## src/rtl/dshot_pwm_output_pkg.sv

```systemverilog
// dshot_pkg
//   Shared types and constants for the DShot-to-PWM output stage.
//   Contents:
//     dshot_pwm_state_t     supervision states (DISARMED, ARMING, ARMED, FAILSAFE)
//     DSHOT_MAX_SPEED       highest legal throttle value, larger inputs clamp to it
//     DSHOT_CMD_MOTOR_STOP  special command number meaning "motor stop"
//     DSHOT_3D_SPLIT        throttle value where the bidirectional mapping changes direction
//     clampSpeed()          saturates a raw 11-bit throttle to DSHOT_MAX_SPEED
package dshot_pkg;

  typedef enum logic [1:0] {
    DISARMED = 2'd0,
    ARMING   = 2'd1,
    ARMED    = 2'd2,
    FAILSAFE = 2'd3
  } dshot_pwm_state_t;

  localparam int DSHOT_MAX_SPEED      = 1999;
  localparam int DSHOT_CMD_MOTOR_STOP = 0;
  localparam int DSHOT_3D_SPLIT       = 1000;

  // The decoder can hand us the full 11-bit range (up to 2047); anything
  // above the legal maximum is treated as full throttle.
  function automatic logic [10:0] clampSpeed(input logic [10:0] rawSpeed);
    if (rawSpeed > 11'(DSHOT_MAX_SPEED)) begin
      return 11'(DSHOT_MAX_SPEED);
    end
    return rawSpeed;
  endfunction

endpackage

```

## src/rtl/dshot_pwm_output_if.sv

```systemverilog
// dshot_pwm_output_if
//   Decoded-frame bus from the DShot decoder to the PWM output stage.
//   Signals:
//     frame_valid  one-cycle strobe, the other fields hold a new decoded frame
//     set_speed    11-bit decoded throttle
//     is_special   frame carries a special command instead of a throttle
//     special_cmd  6-bit command number, meaningful when is_special is high
//     crc_valid    frame checksum matched
//   Modports:
//     master  decoder side, drives every field
//     slave   PWM output side, samples every field
interface dshot_pwm_output_if;

  logic        frame_valid;
  logic [10:0] set_speed;
  logic        is_special;
  logic [5:0]  special_cmd;
  logic        crc_valid;

  modport master (
    output frame_valid,
    output set_speed,
    output is_special,
    output special_cmd,
    output crc_valid
  );

  modport slave (
    input frame_valid,
    input set_speed,
    input is_special,
    input special_cmd,
    input crc_valid
  );

endinterface

```

## src/rtl/dshot_pwm_output_pwm_period_gen.sv

```systemverilog
// pwm_period_gen
//   Free-running PWM period counter with an end-of-period width latch and a
//   registered pin driver. The width only changes on a period boundary, so the
//   pin never shows a runt or stretched pulse when the requested width moves.
//   Parameters:
//     PERIOD_CYC   period length in clk cycles (must fit in 16 bits)
//     IDLE_WIDTH   width loaded by reset
//   Ports:
//     clk          in   1   system clock
//     reset_n      in   1   synchronous, active-low reset
//     targetWidth  in   16  requested pulse width, sampled on the last cycle of a period
//     pulseWidth   out  16  width in effect for the current period
//     pwmOut       out  1   registered PWM pin
module pwm_period_gen #(
  parameter int          PERIOD_CYC = 40000,
  parameter logic [15:0] IDLE_WIDTH = 16'd16000
) (
  input  logic        clk,
  input  logic        reset_n,
  input  logic [15:0] targetWidth,
  output logic [15:0] pulseWidth,
  output logic        pwmOut
);

  localparam logic [15:0] LAST_COUNT = 16'(PERIOD_CYC - 1);

  logic [15:0] periodCnt;

  // Period counter, width latch and pin register share one block so they can
  // never drift apart. The pin is compared against the count before it
  // advances, which gives the pin a fixed one-cycle lag behind the counter.
  // A target that changes on the last cycle of a period misses this latch and
  // is picked up one period later.
  always_ff @(posedge clk) begin
    if (!reset_n) begin
      periodCnt  <= '0;
      pulseWidth <= IDLE_WIDTH;
      pwmOut     <= 1'b0;
    end else begin
      pwmOut <= (periodCnt < pulseWidth);
      if (periodCnt == LAST_COUNT) begin
        periodCnt  <= '0;
        pulseWidth <= targetWidth;
      end else begin
        periodCnt <= periodCnt + 16'd1;
      end
    end
  end

endmodule

```

## src/rtl/dshot_pwm_output.sv

```systemverilog
// dshot_pwm_output
//   Downstream stage of the DShot input decoder. Supervises arming and link
//   loss, turns accepted throttle frames into a pulse width and drives a
//   glitch-free, period-aligned ESC PWM pulse.
//   Parameters:
//     PERIOD_CYC   PWM period in clk cycles
//     MIN_CYC      pulse width for zero throttle / stop
//     STEP_CYC     cycles added per throttle LSB
//     ARM_FRAMES   consecutive stop frames needed to arm (2..255)
//     TIMEOUT_CYC  cycles without an accepted frame before the link is considered lost
//   Ports:
//     clk          in   1   system clock
//     reset_n      in   1   synchronous, active-low reset
//     frameBus     slave    decoded frames (dshot_pwm_output_if)
//     pwm_out      out  1   PWM pin
//     armed        out  1   supervision state is ARMED
//     failsafe     out  1   supervision state is FAILSAFE
//     pulse_width  out  16  width in effect for the current period
//     crc_err_cnt  out  8   saturating count of frames with a bad checksum
//   Build option:
//     DSHOT_PWM_3D_EN  when defined, throttle maps bidirectionally around the
//                      midpoint MIN_CYC + DSHOT_3D_SPLIT*STEP_CYC and every idle
//                      condition (stop, not armed, failsafe, reset) outputs the
//                      midpoint, so reset never commands full reverse. When
//                      undefined, the mapping is unidirectional from MIN_CYC.
module dshot_pwm_output
  import dshot_pkg::*;
#(
  parameter int PERIOD_CYC  = 40000,
  parameter int MIN_CYC     = 16000,
  parameter int STEP_CYC    = 8,
  parameter int ARM_FRAMES  = 10,
  parameter int TIMEOUT_CYC = 1600000
) (
  input  logic                clk,
  input  logic                reset_n,
  dshot_pwm_output_if.slave   frameBus,
  output logic                pwm_out,
  output logic                armed,
  output logic                failsafe,
  output logic [15:0]         pulse_width,
  output logic [7:0]          crc_err_cnt
);

`ifdef DSHOT_PWM_3D_EN
  localparam int IDLE_CYC = MIN_CYC + DSHOT_3D_SPLIT * STEP_CYC;
`else
  localparam int IDLE_CYC = MIN_CYC;
`endif

  localparam logic [15:0] IDLE_WIDTH = 16'(IDLE_CYC);
  localparam logic [7:0]  ARM_TARGET = 8'(ARM_FRAMES);
  localparam int          TO_W       = $clog2(TIMEOUT_CYC + 1);
  localparam logic [TO_W-1:0] TO_LAST = TO_W'(TIMEOUT_CYC - 1);
  localparam logic [TO_W-1:0] TO_MAX  = TO_W'(TIMEOUT_CYC);

  // The widest pulse has to leave a low gap before the period ends, and the
  // 16-bit period counter has to be able to hold the period.
  if ((MIN_CYC + DSHOT_MAX_SPEED * STEP_CYC >= PERIOD_CYC) || (PERIOD_CYC >= 65536)) begin : gBadTiming
    $error("dshot_pwm_output: widest pulse must be shorter than PERIOD_CYC and PERIOD_CYC must fit in 16 bits");
  end

  if ((ARM_FRAMES < 2) || (ARM_FRAMES > 255)) begin : gBadArmFrames
    $error("dshot_pwm_output: ARM_FRAMES must lie in 2..255");
  end

  dshot_pwm_state_t state;
  logic [7:0]       armCnt;
  logic [7:0]       armCntInc;
  logic [TO_W-1:0]  timeoutCnt;
  logic [15:0]      targetWidth;
  logic [15:0]      speedWidth;
  logic [10:0]      speedClamped;
  logic             accepted;
  logic             stopFrame;
  logic             speedFrame;
  logic             crcError;
  logic             timeoutHit;

  // Frame classification. Special commands other than motor stop still count
  // as link activity through 'accepted' but otherwise change nothing.
  // The timeout fires on the cycle the idle counter would reach its limit,
  // so an accepted frame on that very cycle keeps the link alive.
  always_comb begin
    accepted   = frameBus.frame_valid && frameBus.crc_valid;
    stopFrame  = accepted && frameBus.is_special &&
                 (frameBus.special_cmd == 6'(DSHOT_CMD_MOTOR_STOP));
    speedFrame = accepted && !frameBus.is_special;
    crcError   = frameBus.frame_valid && !frameBus.crc_valid;
    timeoutHit = !accepted && (timeoutCnt >= TO_LAST);
    armCntInc  = armCnt + 8'd1;
  end

  // Throttle to pulse width.
  always_comb begin
    speedClamped = clampSpeed(frameBus.set_speed);
`ifdef DSHOT_PWM_3D_EN
    if (speedClamped < 11'(DSHOT_3D_SPLIT)) begin
      speedWidth = 16'(IDLE_CYC - int'(speedClamped) * STEP_CYC);
    end else begin
      speedWidth = 16'(IDLE_CYC + (int'(speedClamped) - DSHOT_3D_SPLIT) * STEP_CYC);
    end
`else
    speedWidth = 16'(MIN_CYC + int'(speedClamped) * STEP_CYC);
`endif
  end

  // Cycles since the last accepted frame; parks at the limit so a dead link
  // stays dead without the counter wrapping back into range.
  always_ff @(posedge clk) begin
    if (!reset_n) begin
      timeoutCnt <= '0;
    end else if (accepted) begin
      timeoutCnt <= '0;
    end else if (timeoutCnt != TO_MAX) begin
      timeoutCnt <= timeoutCnt + 1'b1;
    end
  end

  // Bad-checksum frames are only counted; they neither feed the link timeout
  // nor the supervision logic.
  always_ff @(posedge clk) begin
    if (!reset_n) begin
      crc_err_cnt <= '0;
    end else if (crcError && (crc_err_cnt != 8'hFF)) begin
      crc_err_cnt <= crc_err_cnt + 8'd1;
    end
  end

  // Arm/failsafe supervision. armed and failsafe are registered alongside the
  // state so they always match it. Only ARMED lets a throttle frame through to
  // the target width; every other state holds the idle width.
  always_ff @(posedge clk) begin
    if (!reset_n) begin
      state       <= DISARMED;
      armCnt      <= '0;
      targetWidth <= IDLE_WIDTH;
      armed       <= 1'b0;
      failsafe    <= 1'b0;
    end else begin
      case (state)
        DISARMED: begin
          targetWidth <= IDLE_WIDTH;
          if (stopFrame) begin
            state  <= ARMING;
            armCnt <= 8'd1;
          end
        end
        ARMING: begin
          targetWidth <= IDLE_WIDTH;
          if (stopFrame) begin
            armCnt <= armCntInc;
            if (armCntInc == ARM_TARGET) begin
              state <= ARMED;
              armed <= 1'b1;
            end
          end else if (speedFrame || timeoutHit) begin
            state  <= DISARMED;
            armCnt <= '0;
          end
        end
        ARMED: begin
          if (timeoutHit) begin
            state       <= FAILSAFE;
            armed       <= 1'b0;
            failsafe    <= 1'b1;
            targetWidth <= IDLE_WIDTH;
          end else if (speedFrame) begin
            targetWidth <= speedWidth;
          end else if (stopFrame) begin
            targetWidth <= IDLE_WIDTH;
          end
        end
        FAILSAFE: begin
          targetWidth <= IDLE_WIDTH;
          if (stopFrame) begin
            state    <= ARMING;
            armCnt   <= 8'd1;
            failsafe <= 1'b0;
          end
        end
        default: begin
          state       <= DISARMED;
          armCnt      <= '0;
          targetWidth <= IDLE_WIDTH;
          armed       <= 1'b0;
          failsafe    <= 1'b0;
        end
      endcase
    end
  end

  pwm_period_gen #(
    .PERIOD_CYC (PERIOD_CYC),
    .IDLE_WIDTH (IDLE_WIDTH)
  ) periodGen (
    .clk         (clk),
    .reset_n     (reset_n),
    .targetWidth (targetWidth),
    .pulseWidth  (pulse_width),
    .pwmOut      (pwm_out)
  );

endmodule

```

## src/flat_wrapper.sv

```systemverilog
// flat-port wrapper written by rule: the top's interface ports become plain ports
module dshot_pwm_output_flat import dshot_pkg::*;
#(
  parameter int PERIOD_CYC  = 40000,
  parameter int MIN_CYC     = 16000,
  parameter int STEP_CYC    = 8,
  parameter int ARM_FRAMES  = 10,
  parameter int TIMEOUT_CYC = 1600000
)
  (clk, reset_n, pwm_out, armed, failsafe, pulse_width, crc_err_cnt, frameBus_frame_valid, frameBus_set_speed, frameBus_is_special, frameBus_special_cmd, frameBus_crc_valid);
  dshot_pwm_output_if frameBus_i ();
  input  logic clk;
  input  logic reset_n;
  output logic pwm_out;
  output logic armed;
  output logic failsafe;
  output logic [15:0] pulse_width;
  output logic [7:0] crc_err_cnt;
  input wire logic [$bits(frameBus_i.frame_valid)-1:0] frameBus_frame_valid;
  input wire logic [$bits(frameBus_i.set_speed)-1:0] frameBus_set_speed;
  input wire logic [$bits(frameBus_i.is_special)-1:0] frameBus_is_special;
  input wire logic [$bits(frameBus_i.special_cmd)-1:0] frameBus_special_cmd;
  input wire logic [$bits(frameBus_i.crc_valid)-1:0] frameBus_crc_valid;
  assign frameBus_i.frame_valid = frameBus_frame_valid;
  assign frameBus_i.set_speed = frameBus_set_speed;
  assign frameBus_i.is_special = frameBus_is_special;
  assign frameBus_i.special_cmd = frameBus_special_cmd;
  assign frameBus_i.crc_valid = frameBus_crc_valid;
  dshot_pwm_output #(.PERIOD_CYC(PERIOD_CYC), .MIN_CYC(MIN_CYC), .STEP_CYC(STEP_CYC), .ARM_FRAMES(ARM_FRAMES), .TIMEOUT_CYC(TIMEOUT_CYC)) u_core (.clk(clk), .reset_n(reset_n), .frameBus(frameBus_i), .pwm_out(pwm_out), .armed(armed), .failsafe(failsafe), .pulse_width(pulse_width), .crc_err_cnt(crc_err_cnt));
endmodule
```

## config.mk

```make
export PLATFORM = sky130hd
export DESIGN_NAME = dshot_pwm_output_flat
export DESIGN_NICKNAME = d
export VERILOG_FILES = /design/src/rtl/dshot_pwm_output_pkg.sv /design/src/rtl/dshot_pwm_output_if.sv /design/src/rtl/dshot_pwm_output_pwm_period_gen.sv /design/src/rtl/dshot_pwm_output.sv /design/src/flat_wrapper.sv
export SDC_FILE = /design/constraint.sdc
export NUM_CORES = 1
export LEC_CHECK = 0
export CORE_ASPECT_RATIO = 0.5
export CORE_MARGIN = 5
export CORE_UTILIZATION = 49
export CTS_CLUSTER_DIAMETER = 80
export DETAILED_ROUTE_END_ITERATION = 10
export PLACE_DENSITY_LB_ADDON = 0.12
export SETUP_SLACK_MARGIN = 0.3
export SLEW_MARGIN = 20
export SYNTH_ARGS = -nofsm -noshare
export SYNTH_HDL_FRONTEND = slang
export SYNTH_SLANG_ARGS = --single-unit
```

## constraint.sdc

```tcl
create_clock -name clk -period 3.85 [get_ports clk]
set_input_delay 0.77 -clock clk [delete_from_list [all_inputs] [get_ports clk]]
set_output_delay 0.77 -clock clk [all_outputs]
set_load 0.05 [all_outputs]
```

== Yosys cells after proc, flatten, opt, wreduce, memory -nomap -nowiden ==
Cells that the tools add are included.

* Memories kept: 0
* Input port bits: 22
* Latch bits: 0
* Output and inout bits: 27
* Bits in registers: 90
* Logic and storage cells: 82
* Bits in writable memories: 0
* ROM bits: 0

* Magnitude comparators: 3
* Eq/ne operators: 15
* Divide/modulo/power cells: 0
* Shift-type cells: 0
* Reductions and logical operators: 24
* Bitwise operators: 1
* $mul: 0
* $add $sub $neg: 5
* Mux-type cells: 24

{| class="wikitable"
|+ Operators with widths
! kind !! count
|-
| 16-bit two-way mux || 3
|-
| 16-bit case mux with 2 select lines || 1
|-
| 8-bit two-way mux || 3
|-
| 11-bit two-way mux || 2
|-
| 21-bit by 1-bit adder with 21-bit output, second input constant || 1
|-
| 21-bit >= comparator, second input constant || 1
|-
| 21-bit != test, second input constant || 1
|-
| 16-bit by 1-bit adder with 16-bit output, second input constant || 1
|-
| 8-bit by 1-bit adder with 8-bit output, second input constant || 2
|-
| 16-bit == test, second input constant || 1
|-
| 16-bit less-than comparator || 1
|-
| 8-bit case mux with 2 select lines || 1
|-
| 14-bit by 14-bit adder with 15-bit output, first input constant || 1
|-
| 11-bit greater-than comparator, second input constant || 1
|-
| 2-bit two-way mux || 5
|-
| 2-bit by 1-bit != test with 1-bit output, second input constant || 5
|-
| 8-bit by 4-bit == test with 1-bit output, second input constant || 1
|-
| 8-bit != test, second input constant || 1
|-
| 4-bit AND reduction || 2
|-
| 1-bit logical AND || 7
|-
| 6-bit zero test || 1
|-
| 1-bit two-way mux || 6
|-
| 2-bit case mux with 3 select lines || 1
|-
| 3-bit AND reduction || 2
|-
| 13 further kinds || 21
|}

== Depth between registers and ports, before layout ==
* Word-level depth: 7
* Depth in mapped cells: 10
* Mapped depth without buffers: 7

== By module ==
From an unflattened synthesis, not the netlist that was laid out.

* Cell total of the unflattened synthesis: 540
* Area total of the unflattened synthesis: 4563.1 µm²

{| class="wikitable"
|+ Modules (own cells, without submodules)
! module !! instances !! cells an instance !! area each (µm²)
|-
| dshot_pwm_output || 1 || 342 || 2867.8
|-
| pwm_period_gen || 1 || 198 || 1695.4
|}

== Worst setup path before layout ==
Ideal clock, no wire load.

* Path kind: reg-to-reg
* Start: register u_core.crc_err_cnt[0]
* End: register u_core.crc_err_cnt[7]
* Period minus slack after synthesis: 2073 ps
* Buffers on the path: 0
* Stages on the path, launching flop included: 7
* Arrival time: 1958 ps
* Slack: 1777 ps
* Cell sequence: dfxtp_1 > ha_1 > and3_1 > a311oi_2 > nand4_1 > xnor2_1 > and2_1

* Word-level cells in the longest chain between the ends: 2
* Elaborated cells between the ends (all ways): 3
* Classes of those cells: add/sub (1); eq/ne (1); reduce/logical (1)

{| class="wikitable"
|+ Ends and longest elaborated chain
! element !! RTL line !! text
|-
| from (decl) || dshot_pwm_output.sv:42 || <nowiki>output logic [7:0] crc_err_cnt</nowiki>
|-
| from (signal assigned) || dshot_pwm_output.sv:126 || <nowiki>crc_err_cnt <= crc_err_cnt + 8'd1;</nowiki>
|-
| parallel branches: the longest is 2 deep, another holds 8-bit by 1-bit adder with 8-bit output || -- ||
|}

Several ways; the timed one is not identified.
A chain may end at the register's enable or synchronous reset.

== Worst setup path after layout ==
* Start: input frameBus_is_special
* End: register u_core.armCnt[3]

* Word-level cells in the longest chain between the ends: 5
* Elaborated cells between the ends (all ways): 10
* Classes of those cells: eq/ne (2); mux (2); reduce/logical (6)

{| class="wikitable"
|+ Ends and longest elaborated chain
! element !! RTL line !! text
|-
| from (decl) || flat_wrapper.sv:21 || <nowiki>input wire logic [$bits(frameBus_i.is_special)-1:0] frameBus_is_special;</nowiki>
|-
| 1-bit zero test || dshot_pwm_output.sv:88 || <nowiki>speedFrame = accepted && !frameBus.is_special;</nowiki>
|-
| 1-bit logical AND || dshot_pwm_output.sv:88 ||
|-
| 1-bit logical OR || dshot_pwm_output.sv:157 || <nowiki>end else if (speedFrame || timeoutHit) begin</nowiki>
|-
| 3-bit by 1-bit != test with 1-bit output (no source line) || -- ||
|-
| 3-bit AND reduction (no source line) || -- ||
|-
| to (signal assigned) || dshot_pwm_output.sv:152 || <nowiki>armCnt <= armCntInc;</nowiki>
|-
| to (decl) || dshot_pwm_output.sv:68 || <nowiki>logic [7:0] armCnt;</nowiki>
|}

Several ways; a longest one is shown, not always the timed one.

==> impl_results.md <==
* Antenna fix cells at 0
* Switching part of the total power at 22.2%
* Routed Antenna Nets at 0
* Row Count at 23
* Routed WL at 8.81 mm
* Portion of netlist area occupied by mux cells at 2.62%
* Proportion of layout cells with a drive suffix above 1 at 5.51%
* Post-Syn Area at 4200 µm²
* Via count at 3,460
* Internal cell power at 1.44 mW
* DR DRC count at 0
* H-Tree Depth at 3
* Outcome: finished, final reports clean
* Via-per-instance ratio at 5.27
* CP required at 4.11 ns
* Number of register bits inferred by synthesis at 82
* Simple-gate share of the synthesized area at 26.1%
* Post-CTS sizing at 0
* WP data arrival at 2.76 ns
* RSZ-0062 raised after global routing: false
* Synth area leader: dfxtp_1
* Worst slew margin at 43.5%
* Post-synthesis area per instance at 8.38 µm²
* Setup TNS at 0 ns
* CTS Buf Count at 9
* Multi-input gate area at 2370 µm²
* Yosys cell types at 55
* Vias in the first global route at 3,273
* Final hold vios at 0
* Critical Path Sink Type: flop
* WS Path Type: in2reg
* Max Fclk at 401 MHz
* Clock latency at the later pin of the worst-skew pair at 0.34 ns
* Final setup margin at 1.35 ns
* Die width at 141 µm
* GRT Residual Overflow at 0
* Placeable core area at 8170 µm²
* Post-synth ARST share at 0%
* Final setup viols at 0
* Longest Clk Path Bufs at 2
* P_sw at 412 µW
* Pin count of the biggest net entering global routing at 52
* Largest cells by area after synthesis: dfxtp_1 (39%), ha_1 (6.0%), nor2_1 (5.5%)
* Top-area cell type share of the netlist area at 39.1%
* # port buffers at 44
* Worst Skew at 0.00466 ns
* Leakage power at 1.84 nW
* Least-Margin Pin Slew at 0.839 ns
* Die ar. at 10,600 µm²
* Post-synth EDFFs at 0
* Compound-Gate Fraction of Synth Area at 12.7%
* Clk sinks at 82
* Period utilisation layout at 64.8%
* Clock share of power at 46.5%
* Combinational power share at 6.8%
* Pwr dens at 370 nW/µm²
* Synth Area in XOR/XNOR at 8.77%
* # IOs at 49
* RePlAce Congestion at 0.851
* Power consumption at 1.85 mW
* Number of antenna violations at the first check in global routing at 0
* TritonCTS clock tree: built
* VDD IR max at 217 µV
* Initial DRT Pass Iterations at 4
* Seq pwr share at 46.7%
* Primary FF master, synth: dfxtp_1
* First-pass GRT wire length at 15.2 mm
* Hold Path Class: reg2reg
* Initial cell density of the core at 51.3%
* Post-DP HPWL at 6.40 mm
* Main combinational cell family by area after synthesis: simple AND/OR/NAND/NOR gates
* Layout net count at 581
* Fill count at 742
* Register Area at 1640 µm²
* Hold-fix buffers, CTS at 0
* DRT iter0 DRCs at 136
* Max-Cap Viols at 0
* Gate Count Post-Synth at 501
* Root buf cell: clkbuf_16
* Wire length per cell at 13.4 µm
* Final Critical Period at 2.50 ns
* Synthesis-to-layout area growth at 19.5%
* Synthesis Warnings at 0
* Overall fraction of global-route tracks in use at 17.7%
* CP startpoint kind: input port
* Pre-CTS WS at 0.986 ns
* Fin. max-slew vios at 0
* Synth Area in Adders at 5.96%
* Crit-path max FO at 6
* Worst-path clk slew at 0.06 ns
* Chip height at 75.4 µm
* Setup Buffers After CTS at 0
* Register area share after synthesis at 39.1%
## worst max-delay path, cell delays in order
cell and delay [ns]:
clkdlybuf4s50_1 0.51, nor4b_1 0.29, nand4_1 0.27, nor3_1 0.62, nand2_1 0.11, a31oi_1 0.18
## cell usage after synthesis (7+ instances only)
cell / instances
dfxtp_1: 82
nor2_1: 62
nand2_1: 58
inv_1: 26
xor2_1: 25
nand3_1: 21
ha_1: 20
o21ai_0: 19
nand4_1: 17
xnor2_1: 17
clkbuf_1: 16
mux2i_1: 11
nor3_1: 11
a21oi_1: 8
and2_1: 8
nor2b_1: 8
o211ai_1: 8
a31oi_1: 7
and3_1: 7
## stage by stage
step	std cells	util, %	hold slack, ns	cell area (µm²)
after floorplan	504	-	0.413	4210
after global placement	640	57.6	0.425	4710
after detailed placement	640	57.6	0.432	4710
after CTS	656	61.4	0.446	5010
after global routing	656	61.4	0.473	5010
final	656	61.4	0.450	5010
## cell families after synthesis
group	count (synthesis)
multiplexers	11
XOR/XNOR	42
adder cells (fa/ha/maj)	20
buffers and inverters	48
other	1
AND/OR/NAND/NOR	221
AO/OA/AOI/OAI	76
flip-flops	82
## layout make-up
class                   count  share of cell area, %
clock buffers              11                   5.04
clock inverters             5                   1.05
inverters                  26                   1.95
multi-input cells         374                   47.4
flip-flops and latches     82                   32.7
well taps                 112                   2.79
repair buffers             46                   9.08
## layout by cell type, fill, tap and decap left out, types with 3 or more instances in the layout
cell type / Yosys / layout
a21boi_1: 5 / 5
a21o_1: 5 / 5
a21oi_1: 8 / 8
a31oi_1: 7 / 7
and2_1: 8 / 8
and3_1: 7 / 7
and4_1: 3 / 3
clkbuf_16: 0 / 9
clkdlybuf4s50_1: 0 / 44
clkinv_2: 0 / 3
conb_1: 1 / 4
dfxtp_1: 82 / 82
ha_1: 20 / 20
inv_1: 26 / 26
mux2i_1: 11 / 11
nand2_1: 58 / 58
nand2b_1: 3 / 3
nand3_1: 21 / 21
nand4_1: 17 / 17
nor2_1: 62 / 62
nor2b_1: 8 / 8
nor3_1: 11 / 11
nor4_1: 4 / 3
nor4b_1: 3 / 3
o211ai_1: 8 / 8
o21a_1: 3 / 3
o21ai_0: 19 / 19
o221ai_1: 3 / 3
o22ai_1: 3 / 3
or3_1: 5 / 5
xnor2_1: 17 / 17
xor2_1: 25 / 25
## final timing paths
| kind | slack [ns] | end | start | cells after the start |
|---|---|---|---|---|
| setup / recovery | 1.35 | u_core.armCnt[3] | frameBus_is_special | 6 |
| hold / removal | 0.45 | u_core.periodGen.periodCnt[0] | u_core.periodGen.periodCnt[0] | 1 |
| setup reg to reg | 1.60 | u_core.targetWidth[12] | u_core.timeoutCnt[1] | 7 |
| hold reg to reg | 0.45 | u_core.periodGen.periodCnt[0] | u_core.periodGen.periodCnt[0] | 1 |
## state kept, by name (all words and copies together) (netlist names)
name,count
u_core.failsafe,1
u_core.armed,1
u_core.targetWidth,12
u_core.timeoutCnt,21
u_core.crc_err_cnt,8
u_core.armCnt,8
u_core.state,2
u_core.periodGen.pulseWidth,12
u_core.periodGen.periodCnt,16
u_core.periodGen.pwmOut,1
## power by group through the flow
stage	Combinational [mW]	Clock, mW	Sequential, mW
after floorplan	0.0782	0	0.890
after global placement	0.125	0	0.884
after detailed placement	0.126	0	0.884
after CTS	0.126	0.889	0.866
after global routing	0.137	0.919	0.867
final	0.126	0.863	0.866
## per-layer routing
metal / wire [µm] / vias up / GRT usage [%]
li1: - / 1806 / -
met1: 4350 / 1605 / 22.1
met2: 4020 / 39 / 30.6
met3: 324 / 10 / 4.58
met4: 116 / 0 / 5.80
met5: 0 / - / 0
No activity file was read; power rests on OpenSTA's default activity.
